==> src/rtl/rv_tx_arbiter_if.sv <==
// Requester-side and downstream-side handshake bundle for rv_tx_arbiter.
interface rv_tx_arbiter_if #(
  parameter int unsigned NUM_REQ = 4,
  parameter int unsigned DW      = 64
);
  localparam int unsigned SW = $clog2(NUM_REQ);

  logic [NUM_REQ-1:0]    req_valid;
  logic [NUM_REQ*DW-1:0] req_data;
  logic [NUM_REQ-1:0]    req_ready;
  logic                  out_valid;
  logic                  out_ready;
  logic [DW-1:0]         out_data;
  logic [SW-1:0]         out_src;
  logic [31:0]           xfer_count;

  // Environment side: drives requests and downstream ready.
  modport master (
    output req_valid, req_data, out_ready,
    input  req_ready, out_valid, out_data, out_src, xfer_count
  );

  // Arbiter side.
  modport slave (
    input  req_valid, req_data, out_ready,
    output req_ready, out_valid, out_data, out_src, xfer_count
  );
endinterface

==> src/rtl/rv_tx_arbiter.sv <==
// Round-robin N:1 arbiter with a single registered output slot.
// Accepts in IDLE, presents in BUSY; one transfer per two cycles at best.
module rv_tx_arbiter #(
  parameter int unsigned NUM_REQ = 4,
  parameter int unsigned DW      = 64
) (
  input logic            clk,
  input logic            reset,
  rv_tx_arbiter_if.slave bus
);
  localparam int unsigned SW = $clog2(NUM_REQ);

  typedef enum logic {StIdle, StBusy} state_t;

  state_t           state_q, state_d;
  logic [SW-1:0]    rr_ptr_q, rr_ptr_d;
  logic [SW-1:0]    out_src_q, out_src_d;
  logic [DW-1:0]    out_data_q, out_data_d;
  logic [31:0]      xfer_count_q, xfer_count_d;
  logic [SW-1:0]    winner;
  logic             found;
  logic [NUM_REQ-1:0] req_ready;
  logic             out_valid;

  // First set req_valid bit searching upward from rr_ptr, wrapping.
  always_comb begin
    int unsigned idx;
    found  = 1'b0;
    winner = '0;
    idx    = 0;
    for (int unsigned i = 0; i < NUM_REQ; i++) begin
      idx = 32'(rr_ptr_q) + i;
      if (idx >= NUM_REQ) idx = idx - NUM_REQ;
      if (!found && bus.req_valid[SW'(idx)]) begin
        found  = 1'b1;
        winner = SW'(idx);
      end
    end
  end

  // Next-state logic and handshake outputs; reset masks both handshakes.
  always_comb begin
    state_d      = state_q;
    rr_ptr_d     = rr_ptr_q;
    out_src_d    = out_src_q;
    out_data_d   = out_data_q;
    xfer_count_d = xfer_count_q;
    req_ready    = '0;
    out_valid    = 1'b0;
    unique case (state_q)
      StIdle: begin
        if (found) begin
          req_ready  = NUM_REQ'(1) << winner;
          out_data_d = bus.req_data[winner*DW +: DW];
          out_src_d  = winner;
          rr_ptr_d   = (winner == SW'(NUM_REQ - 1)) ? '0 : winner + SW'(1);
          state_d    = StBusy;
        end
      end
      StBusy: begin
        out_valid = 1'b1;
        if (bus.out_ready) begin
          xfer_count_d = xfer_count_q + 32'd1;
          state_d      = StIdle;
        end
      end
      default: state_d = StIdle;
    endcase
    if (reset) begin
      req_ready = '0;
      out_valid = 1'b0;
    end
  end

  // State and payload registers with synchronous reset.
  always_ff @(posedge clk) begin
    if (reset) begin
      state_q      <= StIdle;
      rr_ptr_q     <= '0;
      out_src_q    <= '0;
      out_data_q   <= '0;
      xfer_count_q <= '0;
    end else begin
      state_q      <= state_d;
      rr_ptr_q     <= rr_ptr_d;
      out_src_q    <= out_src_d;
      out_data_q   <= out_data_d;
      xfer_count_q <= xfer_count_d;
    end
  end

  assign bus.req_ready  = req_ready;
  assign bus.out_valid  = out_valid;
  assign bus.out_data   = out_data_q;
  assign bus.out_src    = out_src_q;
  assign bus.xfer_count = xfer_count_q;
endmodule

==> src/flat_wrapper.sv <==
// flat-port wrapper written by rule: the top's interface ports become plain ports
module rv_tx_arbiter_flat 
#(
  parameter int unsigned NUM_REQ = 4,
  parameter int unsigned DW      = 64
)
  (clk, reset, bus_req_valid, bus_req_data, bus_out_ready, bus_req_ready, bus_out_valid, bus_out_data, bus_out_src, bus_xfer_count);
  rv_tx_arbiter_if #(.NUM_REQ(NUM_REQ), .DW(DW)) bus_i ();
  input logic clk;
  input logic reset;
  input wire logic [$bits(bus_i.req_valid)-1:0] bus_req_valid;
  input wire logic [$bits(bus_i.req_data)-1:0] bus_req_data;
  input wire logic [$bits(bus_i.out_ready)-1:0] bus_out_ready;
  output wire logic [$bits(bus_i.req_ready)-1:0] bus_req_ready;
  output wire logic [$bits(bus_i.out_valid)-1:0] bus_out_valid;
  output wire logic [$bits(bus_i.out_data)-1:0] bus_out_data;
  output wire logic [$bits(bus_i.out_src)-1:0] bus_out_src;
  output wire logic [$bits(bus_i.xfer_count)-1:0] bus_xfer_count;
  assign bus_i.req_valid = bus_req_valid;
  assign bus_i.req_data = bus_req_data;
  assign bus_i.out_ready = bus_out_ready;
  assign bus_req_ready = bus_i.req_ready;
  assign bus_out_valid = bus_i.out_valid;
  assign bus_out_data = bus_i.out_data;
  assign bus_out_src = bus_i.out_src;
  assign bus_xfer_count = bus_i.xfer_count;
  rv_tx_arbiter #(.NUM_REQ(NUM_REQ), .DW(DW)) u_core (.clk(clk), .reset(reset), .bus(bus_i));
endmodule
==> config.mk <==
export PLATFORM = sky130hd
export DESIGN_NAME = rv_tx_arbiter_flat
export DESIGN_NICKNAME = d
export VERILOG_FILES = /design/src/rtl/rv_tx_arbiter_if.sv /design/src/rtl/rv_tx_arbiter.sv /design/src/flat_wrapper.sv
export SDC_FILE = /design/constraint.sdc
export NUM_CORES = 1
export LEC_CHECK = 0
export BUFFER_PORTS_ARGS = -buffer_cell sky130_fd_sc_hd__clkbuf_2
export CAP_MARGIN = 20
export CORE_AREA = 4 4 139 141
export DETAILED_ROUTE_END_ITERATION = 6
export DIE_AREA = 0 0 143 145
export SLEW_MARGIN = 20
export SYNTH_ARGS = -nofsm -noshare
export SYNTH_HDL_FRONTEND = slang
export SYNTH_SLANG_ARGS = --single-unit
==> constraint.sdc <==
create_clock -name clk -period 3 [get_ports clk]
set_input_delay 0.15 -clock clk [delete_from_list [all_inputs] [get_ports clk]]
set_output_delay 0.15 -clock clk [all_outputs]
set_load 0.01 [all_outputs]
==> results.sh, run 1 <==
export IMPL_nets=1173
export IMPL_r2r_start="u_core.rr_ptr_q[0]"
export IMPL_area_growth_pct=42.6
export IMPL_post_drt_via_cell_ratio=4.86
export IMPL_via_count=5572
export IMPL_max_slew_worst_pin_slew_ns=0.547
export IMPL_synth_area_top_cells="dfxtp_1 (37%), mux2i_1 (24%), o221ai_1 (8.7%)"
export IMPL_finalCritPeriodShare=0.741
export IMPL_ys_types=38
export IMPL_cts_hold_buf=0
export IMPL_wl_per_cell_um=18.6
export IMPL_ys_ff_latch=101
export IMPL_timing_fmax_ghz=0.450
export IMPL_fin_tns_setup_ns=0
export IMPL_power_uw=4040
export IMPL_yosys_warnings=0
export IMPL_clkTransAtPathRegs_ns=0.07
export IMPL_avgSynthCellArea_um2=9.62
export IMPL_drive_above_1_share=0.452
export IMPL_finalNonFillerCells=1146
export IMPL_syn_instance_count=564
export IMPL_grt_pass1_wl_um=31500
export IMPL_hpwlAfterDp_um=17000
export IMPL_worstHoldPathCells=3
export IMPL_dieArea_um2=20700
export IMPL_start_util=0.302
export IMPL_cp_required_ns=2.85
export IMPL_clock_path_buffers=2
export IMPL_slew_headroom=0.632
export IMPL_firstDrtPassIters=4
export IMPL_syn_area_um2=5430
export IMPL_peakVddDrop_mv=0.405
export IMPL_endpoint_kind="output pin"
export IMPL_hp_start="bus_req_data[57]"
export IMPL_critPathKind="flop to output pin"
export IMPL_htreeDepth=3
export IMPL_cts_num_sinks=101
export IMPL_skew_ns=0.0123
export IMPL_grt_max_degree=78
export IMPL_fin_area_um2=7740
export IMPL_rr_worst_depth=6
export IMPL_insertion_delay_ns=0.35
export IMPL_gp_routability_congestion=0.822
export IMPL_drt_initial_drc_count=246
export IMPL_cts_resized=0
export IMPL_crit_fanout=45
export IMPL_syn_num_nets=829
export IMPL_powerDensity_nw_per_um2=522
export IMPL_fillers=1826
export IMPL_antenna_found_initial=4
export IMPL_post_place_cells=1126
export IMPL_hold_viol_final=0
export IMPL_drv_cap=0
export IMPL_root_buffer="clkbuf_16"
export IMPL_maxSlewViolCount=0
export IMPL_setup_viol=0
export IMPL_outcome="complete, no violations"
export IMPL_period_minus_slack_ns=2.22
export IMPL_gr_total_overflow=0
export IMPL_start_kind="flop"
export IMPL_synth_seq_area_share=0.373
export IMPL_die_x_um=143
export IMPL_synth_top_area_cell="dfxtp_1"
export IMPL_cts_setup_buffers=0
export IMPL_cts_inserted_buffers=9
export IMPL_grt_use_total=0.194
export IMPL_cp_startpoint="u_core.rr_ptr_q[0]"
export IMPL_grt_pass1_vias=5703
export IMPL_rows=49
export IMPL_postRouteAntennaNets=0
export IMPL_drc=0
export IMPL_wl_um=21300
export IMPL_cts_tree="done"
export IMPL_fin_util=0.431
export IMPL_rsz0062_at_grt="false"
export IMPL_portBuffers=365
export IMPL_die_y_um=145
export IMPL_hold_class="input pin to flop"
export IMPL_p_leak_uw=0.00371
export IMPL_core_um2=18000
export IMPL_synth_top_area_frac=0.373
export IMPL_placed_area_um2=7420
export IMPL_ios=366
export IMPL_cp_arrival_ns=2.07
state kept, by name, indices dropped and copies added, names as in the netlist:
signal,count
u_core.bus.out_data,64
u_core.bus.out_src,2
u_core.bus.xfer_count,32
u_core.rr_ptr_q,2
u_core.state_q,1
stage by stage:
stage / hold slack (ns) / worst slack (ns)
global route: 0.103 / 0.592
global placement: 0.443 / 0.737
floorplan: 0.342 / 1.33
finish: 0.105 / 0.778
detailed placement: 0.446 / 0.666
CTS: 0.0873 / 0.688
critical path: stages (launching register included):
cell and delay [ns]:
dfxtp_1 0.39, nor2b_1 0.08, nor2_1 0.17, a2bb2oi_4 0.26
buf_12 0.30, ha_1 0.23, and2_1 0.12, clkbuf_2 0.16
path summary, 6_finish.rpt:
| check | endpoint | slack [ns] |
|---|---|---|
| setup reg to reg | u_core.bus.out_data[2] | 0.98 |
| hold reg to reg | u_core.bus.out_data[24] | 0.46 |
| setup / recovery | bus_req_ready[3] | 0.78 |
| hold / removal | u_core.bus.out_data[57] | 0.10 |
cell families (layout without fill, tap and decap cells):
logic type	count (synthesis)	after routing	synth area share
and+or+nand+nor	179	179	0.154
muxes	129	129	0.238
buffers and inverters	47	396	0.0524
xor gates and xnor gates	30	30	0.0484
DFF	101	101	0.373
other	0	4	0
adders and majority gates	2	2	0.00461
AOI/OAI and AO/OA	76	76	0.130
Yosys cell counts:
master / instances
a21oi_1: 4
xnor2_1: 12
and4_1: 4
o21ai_1: 1
nor2b_1: 5
and4_2: 2
nor4_4: 1
nand4_1: 10
a2bb2oi_1: 1
buf_4: 10
o211a_1: 1
nor3_1: 7
o221ai_2: 10
inv_1: 3
and3_1: 6
o211ai_1: 1
o21ai_0: 1
ha_1: 2
xor2_1: 18
buf_2: 20
nor2_2: 1
and3_2: 1
nand2_1: 83
dfxtp_1: 101
clkbuf_1: 8
nand4_4: 1
a22oi_1: 1
or2_0: 1
nor4_1: 1
buf_6: 6
o221ai_1: 54
nor2_1: 42
nand3_1: 10
mux2i_1: 129
a211oi_1: 1
or3_1: 2
and2_1: 2
o221a_2: 1
cell usage in the layout, fill, tap and decap left out, types with 7 or more instances in the layout:
cell type,n
clkbuf_2,365
mux2i_1,129
dfxtp_1,101
nand2_1,81
o221ai_1,54
nor2_1,42
xor2_1,18
xnor2_1,12
nand4_1,10
nand3_1,10
o221ai_2,10
clkbuf_16,9
buf_4,9
nor3_1,7
cell type report:
type | count | area (um2) | share of cell area
multi-input cells | 416 | 3150 | 0.407
flip-flops and latches | 101 | 2020 | 0.261
repair buffers | 377 | 1950 | 0.253
well taps | 229 | 287 | 0.0370
clock buffers | 10 | 239 | 0.0309
clock inverters | 6 | 68.8 | 0.00889
inverters | 3 | 11.3 | 0.00146
diodes | 4 | 10.0 | 0.00129
where the power goes:
part | internal (uW) | total [uW] | switching (uW)
Clock | 678 | 1230 | 550
Combinational | 579 | 1210 | 636
Sequential | 1500 | 1600 | 93.6
Total | 2760 | 4040 | 1280
routing by layer:
metal	vias to the layer above	wire [um]	part of all wire	global-route usage
li1	2773	-	-	-
met1	2575	7930	0.37	0.211
met2	195	11000	0.52	0.349
met3	29	1880	0.088	0.0638
met4	0	476	0.022	0.0656
met5	-	0	0	0
Note: power is estimated with default switching activity, not from simulation.
==> run 2, diff against run 1 <==
CORE_AREA = 4 4 141 143   (was 4 4 139 141)
DIE_AREA = 0 0 145 147   (was 0 0 143 145)
clock period = 2.05 ns   (was 3 ns; I/O delays follow)
==> run 2 against run 1 <==
Clock power up 48%. Critical path type unchanged. Critical endpoint is now bus_req_ready[0]. Clock-buffer cell count grew 2. Largest power group unchanged. Global-route usage about the same. Cell area is 2.0% higher. Critical path depth unchanged. Largest cell class unchanged. Non-clock buffer count rose by 10.
==> results.sh, run 2 (same netlist as run 1, synthesis figures left out) <==
export IMPL_outcome="complete, no violations"
export IMPL_via_count=5592
export IMPL_rr_worst_depth=6
export IMPL_cp_arrival_ns=1.82
export IMPL_p_seq_frac=0.390
export IMPL_portBuffers=365
export IMPL_start_util=0.292
export IMPL_crit_fanout=36
export IMPL_area_growth_pct=45.5
export IMPL_p_int_uw=4140
export IMPL_hold_class="input pin to flop"
export IMPL_slew_headroom=0.682
export IMPL_grt_pass1_vias=5667
export IMPL_start_kind="flop"
export IMPL_endpoint_kind="output pin"
export IMPL_ios=366
export IMPL_grt_use_total=0.194
export IMPL_max_slew_worst_pin_slew_ns=0.474
export IMPL_rows=50
export IMPL_clkTransAtPathRegs_ns=0.07
export IMPL_core_um2=18600
export IMPL_regArea_um2=2020
export IMPL_worstHoldPathCells=3
export IMPL_grt_max_degree=65
export IMPL_htreeDepth=3
export IMPL_skew_ns=0.00724
export IMPL_maxSlewViolCount=0
export IMPL_setup_viol=0
export IMPL_hpwlAfterDp_um=17000
export IMPL_p_leak_uw=0.00379
export IMPL_grt_pass1_wl_um=33000
export IMPL_finalNonFillerCells=1159
export IMPL_timing_fmax_ghz=0.521
export IMPL_peakVddDrop_mv=0.439
export IMPL_pwr_share_comb=0.306
export IMPL_final_cell_mix="clkbuf_2 (365), mux2i_1 (129), dfxtp_1 (101)"
export IMPL_final_common_cell="clkbuf_2"
export IMPL_p_clk_frac=0.304
export IMPL_period_minus_slack_ns=1.92
export IMPL_gp_routability_congestion=0.848
export IMPL_drc=0
export IMPL_wl_um=21600
export IMPL_cts_hold_buf=0
export IMPL_cts_inserted_buffers=9
export IMPL_postRouteAntennaNets=0
export IMPL_cts_tree="done"
export IMPL_critPathKind="flop to output pin"
export IMPL_insertion_delay_ns=0.35
export IMPL_antenna_found_initial=4
export IMPL_post_drt_via_cell_ratio=4.82
export IMPL_fin_tns_setup_ns=0
export IMPL_hold_viol_final=0
export IMPL_powerDensity_nw_per_um2=759
export IMPL_gr_total_overflow=0
export IMPL_wl_per_cell_um=18.6
export IMPL_fillers=1892
export IMPL_drive_above_1_share=0.460
export IMPL_clock_path_buffers=2
export IMPL_nets=1183
export IMPL_post_place_cells=1139
export IMPL_largest_register_ffs=64
export IMPL_multiInputGateArea_um2=3150
export IMPL_drv_cap=0
export IMPL_finalCritPeriodShare=0.936
export IMPL_die_x_um=145
export IMPL_root_buffer="clkbuf_16"
export IMPL_drt_initial_drc_count=205
export IMPL_whs_ns=0.0590
export IMPL_cts_num_sinks=101
export IMPL_die_y_um=147
export IMPL_p_sw_frac=0.309
export IMPL_p_sw_uw=1850
export IMPL_cp_required_ns=1.95
export IMPL_firstDrtPassIters=5
export IMPL_rsz0062_at_grt="true"
export IMPL_dieArea_um2=21300
## run 2: changes by cell type in the layout (fill, tap and decap cells not counted)
cell	delta
nor2_2	+2
diode_2	-1
buf_4	+4
clkbuf_8	+2
buf_6	+1
clkinv_4	+1
clkinvlp_4	-1
inv_6	-3
buf_12	+5
nor2_1	-2
## run 2: power groups by stage
| stage | registers, uW | clock network, uW | logic [uW] |
|---|---|---|---|
| CTS | 2340 | 1880 | 1840 |
| floorplan | 2470 | 0 | 969 |
| detailed placement | 2380 | 0 | 1830 |
| global route | 2370 | 1950 | 1990 |
| global placement | 2380 | 0 | 1820 |
| finish | 2340 | 1820 | 1830 |
## run 2: path summary, 6_finish.rpt
path	start	endpoint	slack (ns)
setup reg to reg	u_core.rr_ptr_q[0]	u_core.bus.out_data[1]	0.30
setup / recovery	u_core.rr_ptr_q[0]	bus_req_ready[0]	0.13
hold / removal	bus_req_data[36]	u_core.bus.out_data[36]	0.06
hold reg to reg	u_core.bus.out_src[1]	u_core.bus.out_src[1]	0.46
## run 2: layout make-up
cell class,instances,share of cell area
sequential,101,0.256
antenna,3,0.000951
tap,234,0.0371
timing repair buffer,387,0.266
clock inverter,3,0.00555
multi-input combinational,416,0.399
clock buffer,12,0.0338
inverter,3,0.00143
## run 2: routing by layer
metal	GRT usage	part of all wire	up-vias
met5	0	0.00070	-
met4	0.0494	0.017	2
met3	0.0657	0.079	23
met2	0.333	0.49	210
met1	0.235	0.41	2577
li1	-	-	2780
## run 2: what timing repair did
action / CTS / global route
setup buffers: 0 / 2
endpoints found under the setup margin: 1 / 3
resized for setup: 1 / 2
pin swaps: 0 / 1
gates cloned: 0 / 0
## run 2: critical path: stages (launching register included)
cell      delay (ns)
dfxtp_1         0.33
nor2b_1         0.18
nor2_1          0.11
o211ai_1        0.25
nand2_2         0.14
buf_12          0.20
nor2_1          0.10
clkbuf_2        0.14
## run 2: through the flow
step	total power (uW)	instance area (um2)	utilization	worst slack, ns
2_1_floorplan	3440	5430	-	0.384
3_3_place_gp	4190	7550	0.406	0.252
3_5_place_dp	4210	7550	0.406	0.230
4_1_cts	6060	7860	0.423	0.0317
5_1_grt	6300	7890	0.425	-0.0260
6_report	5990	7890	0.425	0.131
==> run 3, diff against run 2 <==
BUFFER_PORTS_ARGS = -buffer_cell sky130_fd_sc_hd__buf_4   (was -buffer_cell sky130_fd_sc_hd__clkbuf_2)
CORE_AREA = 4 4 140 142   (was 4 4 141 143)
CTS_BUF_LIST = sky130_fd_sc_hd__clkbuf_4   (was unset)
DIE_AREA = 0 0 144 146   (was 0 0 145 147)
==> run 3 against run 2 <==
The run now fails in clock tree synthesis. Synthesized cell count unchanged. Synthesized area unchanged.
==> results.sh, run 3 <==
export IMPL_outcome="did not finish"
export IMPL_stop_stage="clock tree synthesis"
export IMPL_firstError="[ERROR RSZ-0060] Max buffer count reached."
export IMPL_clock_path_buffers=2
export IMPL_ios=366
export IMPL_placed_area_um2=8540
export IMPL_synth_area_top_cells="dfxtp_1 (37%), mux2i_1 (24%), o221ai_1 (8.7%)"
export IMPL_synth_seq_area_share=0.373
export IMPL_cts_resized=14
export IMPL_root_buffer="clkbuf_4"
export IMPL_htreeDepth=3
export IMPL_syn_instance_count=564
export IMPL_synthXorXnorAreaFrac=0.0484
export IMPL_synth_top_area_cell="dfxtp_1"
export IMPL_cts_inserted_buffers=9
export IMPL_hpwlAfterDp_um=18200
export IMPL_async_flop_share=0
export IMPL_synth_most_common_cell="mux2i_1"
export IMPL_ys_flop_type="dfxtp_1"
export IMPL_synth_top_cells_by_count="mux2i_1 (129), dfxtp_1 (101), nand2_1 (83), o221ai_1 (54), nor2_1 (42)"
export IMPL_cts_hold_buf=234
export IMPL_synth_top_family_by_area="multiplexers"
export IMPL_gp_routability_congestion=0.844
export IMPL_synthAdderAreaFrac=0.00461
export IMPL_avgSynthCellArea_um2=9.62
export IMPL_cts_setup_buffers=4
export IMPL_die_y_um=146
export IMPL_rows=50
export IMPL_portBuffers=365
export IMPL_ys_ff_latch=101
export IMPL_start_util=0.294
export IMPL_synthSimpleGateAreaFrac=0.154
export IMPL_synth_compound_area_frac=0.130
export IMPL_syn_area_um2=5430
export IMPL_ys_types=38
export IMPL_die_x_um=144
export IMPL_yosys_warnings=0
export IMPL_cts_num_sinks=101
export IMPL_synthMuxAreaShare=0.238
export IMPL_synth_top_area_frac=0.373
export IMPL_synth_edf_count=0
export IMPL_syn_num_nets=829
==> run 3: cell counts after synthesis <==
No cell type changed its count.
==> run 3: per-stage QoR <==
stage	instances	util	setup WS, ns
after detailed placement	1144	0.463	0.195
after global placement	1144	0.463	0.237
after floorplan	564	-	0.384
==> run 3: kinds of logic after synthesis <==
kind of cell / Yosys count
and+or+nand+nor: 179
muxes: 129
DFF: 101
AOI/OAI and AO/OA: 76
buffers and inverters: 47
xor gates and xnor gates: 30
adders and majority gates: 2
==> run 4, diff against run 3 <==
CORE_AREA = 4 4 141 143   (was 4 4 140 142)
CTS_BUF_LIST = unset   (was sky130_fd_sc_hd__clkbuf_4)
DIE_AREA = 0 0 145 147   (was 0 0 144 146)
PLACE_DENSITY_LB_ADDON = 0.15   (was unset)
==> run 4 against run 3 <==
The flow now finishes without violations.
==> results.sh, run 4 (same netlist as run 1, synthesis figures left out) <==
export IMPL_top_layer_used="met4"
export IMPL_gr_total_overflow=0
export IMPL_hold_viol_final=0
export IMPL_clock_path_buffers=2
export IMPL_maxSlewViolCount=0
export IMPL_via_count=5667
export IMPL_crit_end="bus_req_ready[3]"
export IMPL_peakVddDrop_mv=0.409
export IMPL_hold_class="input pin to flop"
export IMPL_p_leak_uw=0.00410
export IMPL_skew_ns=0.0105
export IMPL_cts_inserted_buffers=9
export IMPL_drc=0
export IMPL_firstDrtPassIters=4
export IMPL_clkTransAtPathRegs_ns=0.08
export IMPL_area_growth_pct=64.2
export IMPL_gp_routability_congestion=0.832
export IMPL_fin_tns_setup_ns=0
export IMPL_die_y_um=147
export IMPL_timing_rr_end="u_core.bus.out_data[7]"
export IMPL_grt_pass1_wl_um=33900
export IMPL_grt_pass1_vias=5725
export IMPL_outcome="complete, no violations"
export IMPL_insertion_delay_ns=0.35
export IMPL_wl_um=22500
export IMPL_grt_max_degree=47
export IMPL_r2r_start="u_core.rr_ptr_q[0]"
export IMPL_cp_arrival_ns=1.84
export IMPL_ios=366
export IMPL_portBuffers=365
export IMPL_rsz0062_at_grt="false"
export IMPL_drv_cap=0
export IMPL_post_drt_via_cell_ratio=4.87
export IMPL_dieArea_um2=21300
export IMPL_drt_initial_drc_count=193
export IMPL_start_kind="flop"
export IMPL_antenna_found_initial=2
export IMPL_setup_viol=0
export IMPL_path_buf_inv=2
export IMPL_cts_num_sinks=101
export IMPL_cp_slowest_cell="dfxtp_1"
export IMPL_crit_fanout=22
export IMPL_critPathKind="flop to output pin"
export IMPL_largest_register_ffs=64
export IMPL_cp_required_ns=1.95
export IMPL_grt_use_total=0.202
export IMPL_cpLargestDelayFamily="simple AND/OR/NAND/NOR gates"
export IMPL_nets=1188
export IMPL_core_um2=18600
export IMPL_die_x_um=145
export IMPL_final_common_cell="buf_4"
export IMPL_timing_fmax_ghz=0.516
export IMPL_hpwlAfterDp_um=17800
export IMPL_cts_setup_buffers=0
export IMPL_postRouteAntennaNets=0
export IMPL_finalNonFillerCells=1164
export IMPL_critPathMaxStageDelay_ns=0.37
export IMPL_final_cell_mix="buf_4 (380), mux2i_1 (129), dfxtp_1 (101)"
export IMPL_rows=50
export IMPL_rr_worst_depth=7
export IMPL_slew_headroom=0.664
export IMPL_fillers=1816
export IMPL_finalCritPeriodShare=0.946
export IMPL_endpoint_kind="output pin"
export IMPL_post_place_cells=1146
export IMPL_worst_path_stages=7
export IMPL_routedLengthMet1_um=9310
export IMPL_crit_path_cell_trace="nor2b_1 > nor2_1 > a2bb2oi_4 > buf_12 > ha_1 > and2_1 > buf_4"
export IMPL_htreeDepth=3
export IMPL_cp_startpoint="u_core.rr_ptr_q[0]"
export IMPL_period_minus_slack_ns=1.94
export IMPL_max_slew_worst_pin_slew_ns=0.500
export IMPL_r2r_slack_ns=0.18
export IMPL_route_met3_wl_um=1650
export IMPL_start_util=0.292
export IMPL_wl_per_cell_um=19.3
export IMPL_cts_tree="done"
export IMPL_root_buffer="clkbuf_16"
export IMPL_wl_met2_um=11100
export IMPL_powerDensity_nw_per_um2=727
export IMPL_drive_above_1_share=0.461
[run 4: worst min path at each step]
stage | startpoint | endpoint | slack, ns | cells after the start
2_1_floorplan | reset | u_core.bus.out_src[0] | 0.29 | 2
3_3_place_gp | bus_req_data[39] | u_core.bus.out_data[39] | 0.41 | 3
3_5_place_dp | bus_req_data[60] | u_core.bus.out_data[60] | 0.42 | 3
4_1_cts | bus_req_data[22] | u_core.bus.out_data[22] | 0.04 | 3
5_1_grt | reset | u_core.bus.out_src[1] | 0.05 | 2
6_report | bus_req_data[22] | u_core.bus.out_data[22] | 0.05 | 3
[run 4: area by class of cell]
cell class	count	area (um2)	area share
clock inverters	7	114	0.0128
clock buffers	9	225	0.0253
inverters	3	11.3	0.00126
flip-flops and latches	101	2020	0.227
diodes	2	5.00	0.000562
repair buffers	392	3090	0.347
well taps	234	293	0.0329
multi-input cells	416	3150	0.353
[run 4: per-layer routing]
metal  up-vias  GRT usage
met4         0     0.0546
met3        22     0.0691
met2       213      0.346
li1       2803          -
met1      2629      0.244
met5         -          0
[run 4: repair_timing]
action,CTS,global route
hold buffers,0,0
resized for setup,1,2
setup endpoints to repair,1,1
[run 4: where the power goes]
part	internal (uW)	switching, uW
Combinational	1190	963
Clock	1190	802
Sequential	2200	134
Total	4580	1900
[run 4: stage by stage]
stage                      util  total power, uW  cell area [um2]  setup slack (ns)  hold WS [ns]
after floorplan               -             3440             5430             0.384         0.295
after global placement    0.460             4540             8550             0.212         0.414
after detailed placement  0.460             4550             8550             0.217         0.419
after CTS                 0.479             6560             8900           0.00191        0.0441
after global routing      0.480             6800             8910           0.00575        0.0537
final                     0.480             6480             8910             0.110        0.0545
[run 4: tightest hold or removal path: stages]
cell	delay (ns)
buf_4	0.07
mux2i_1	0.05
o221ai_1	0.15
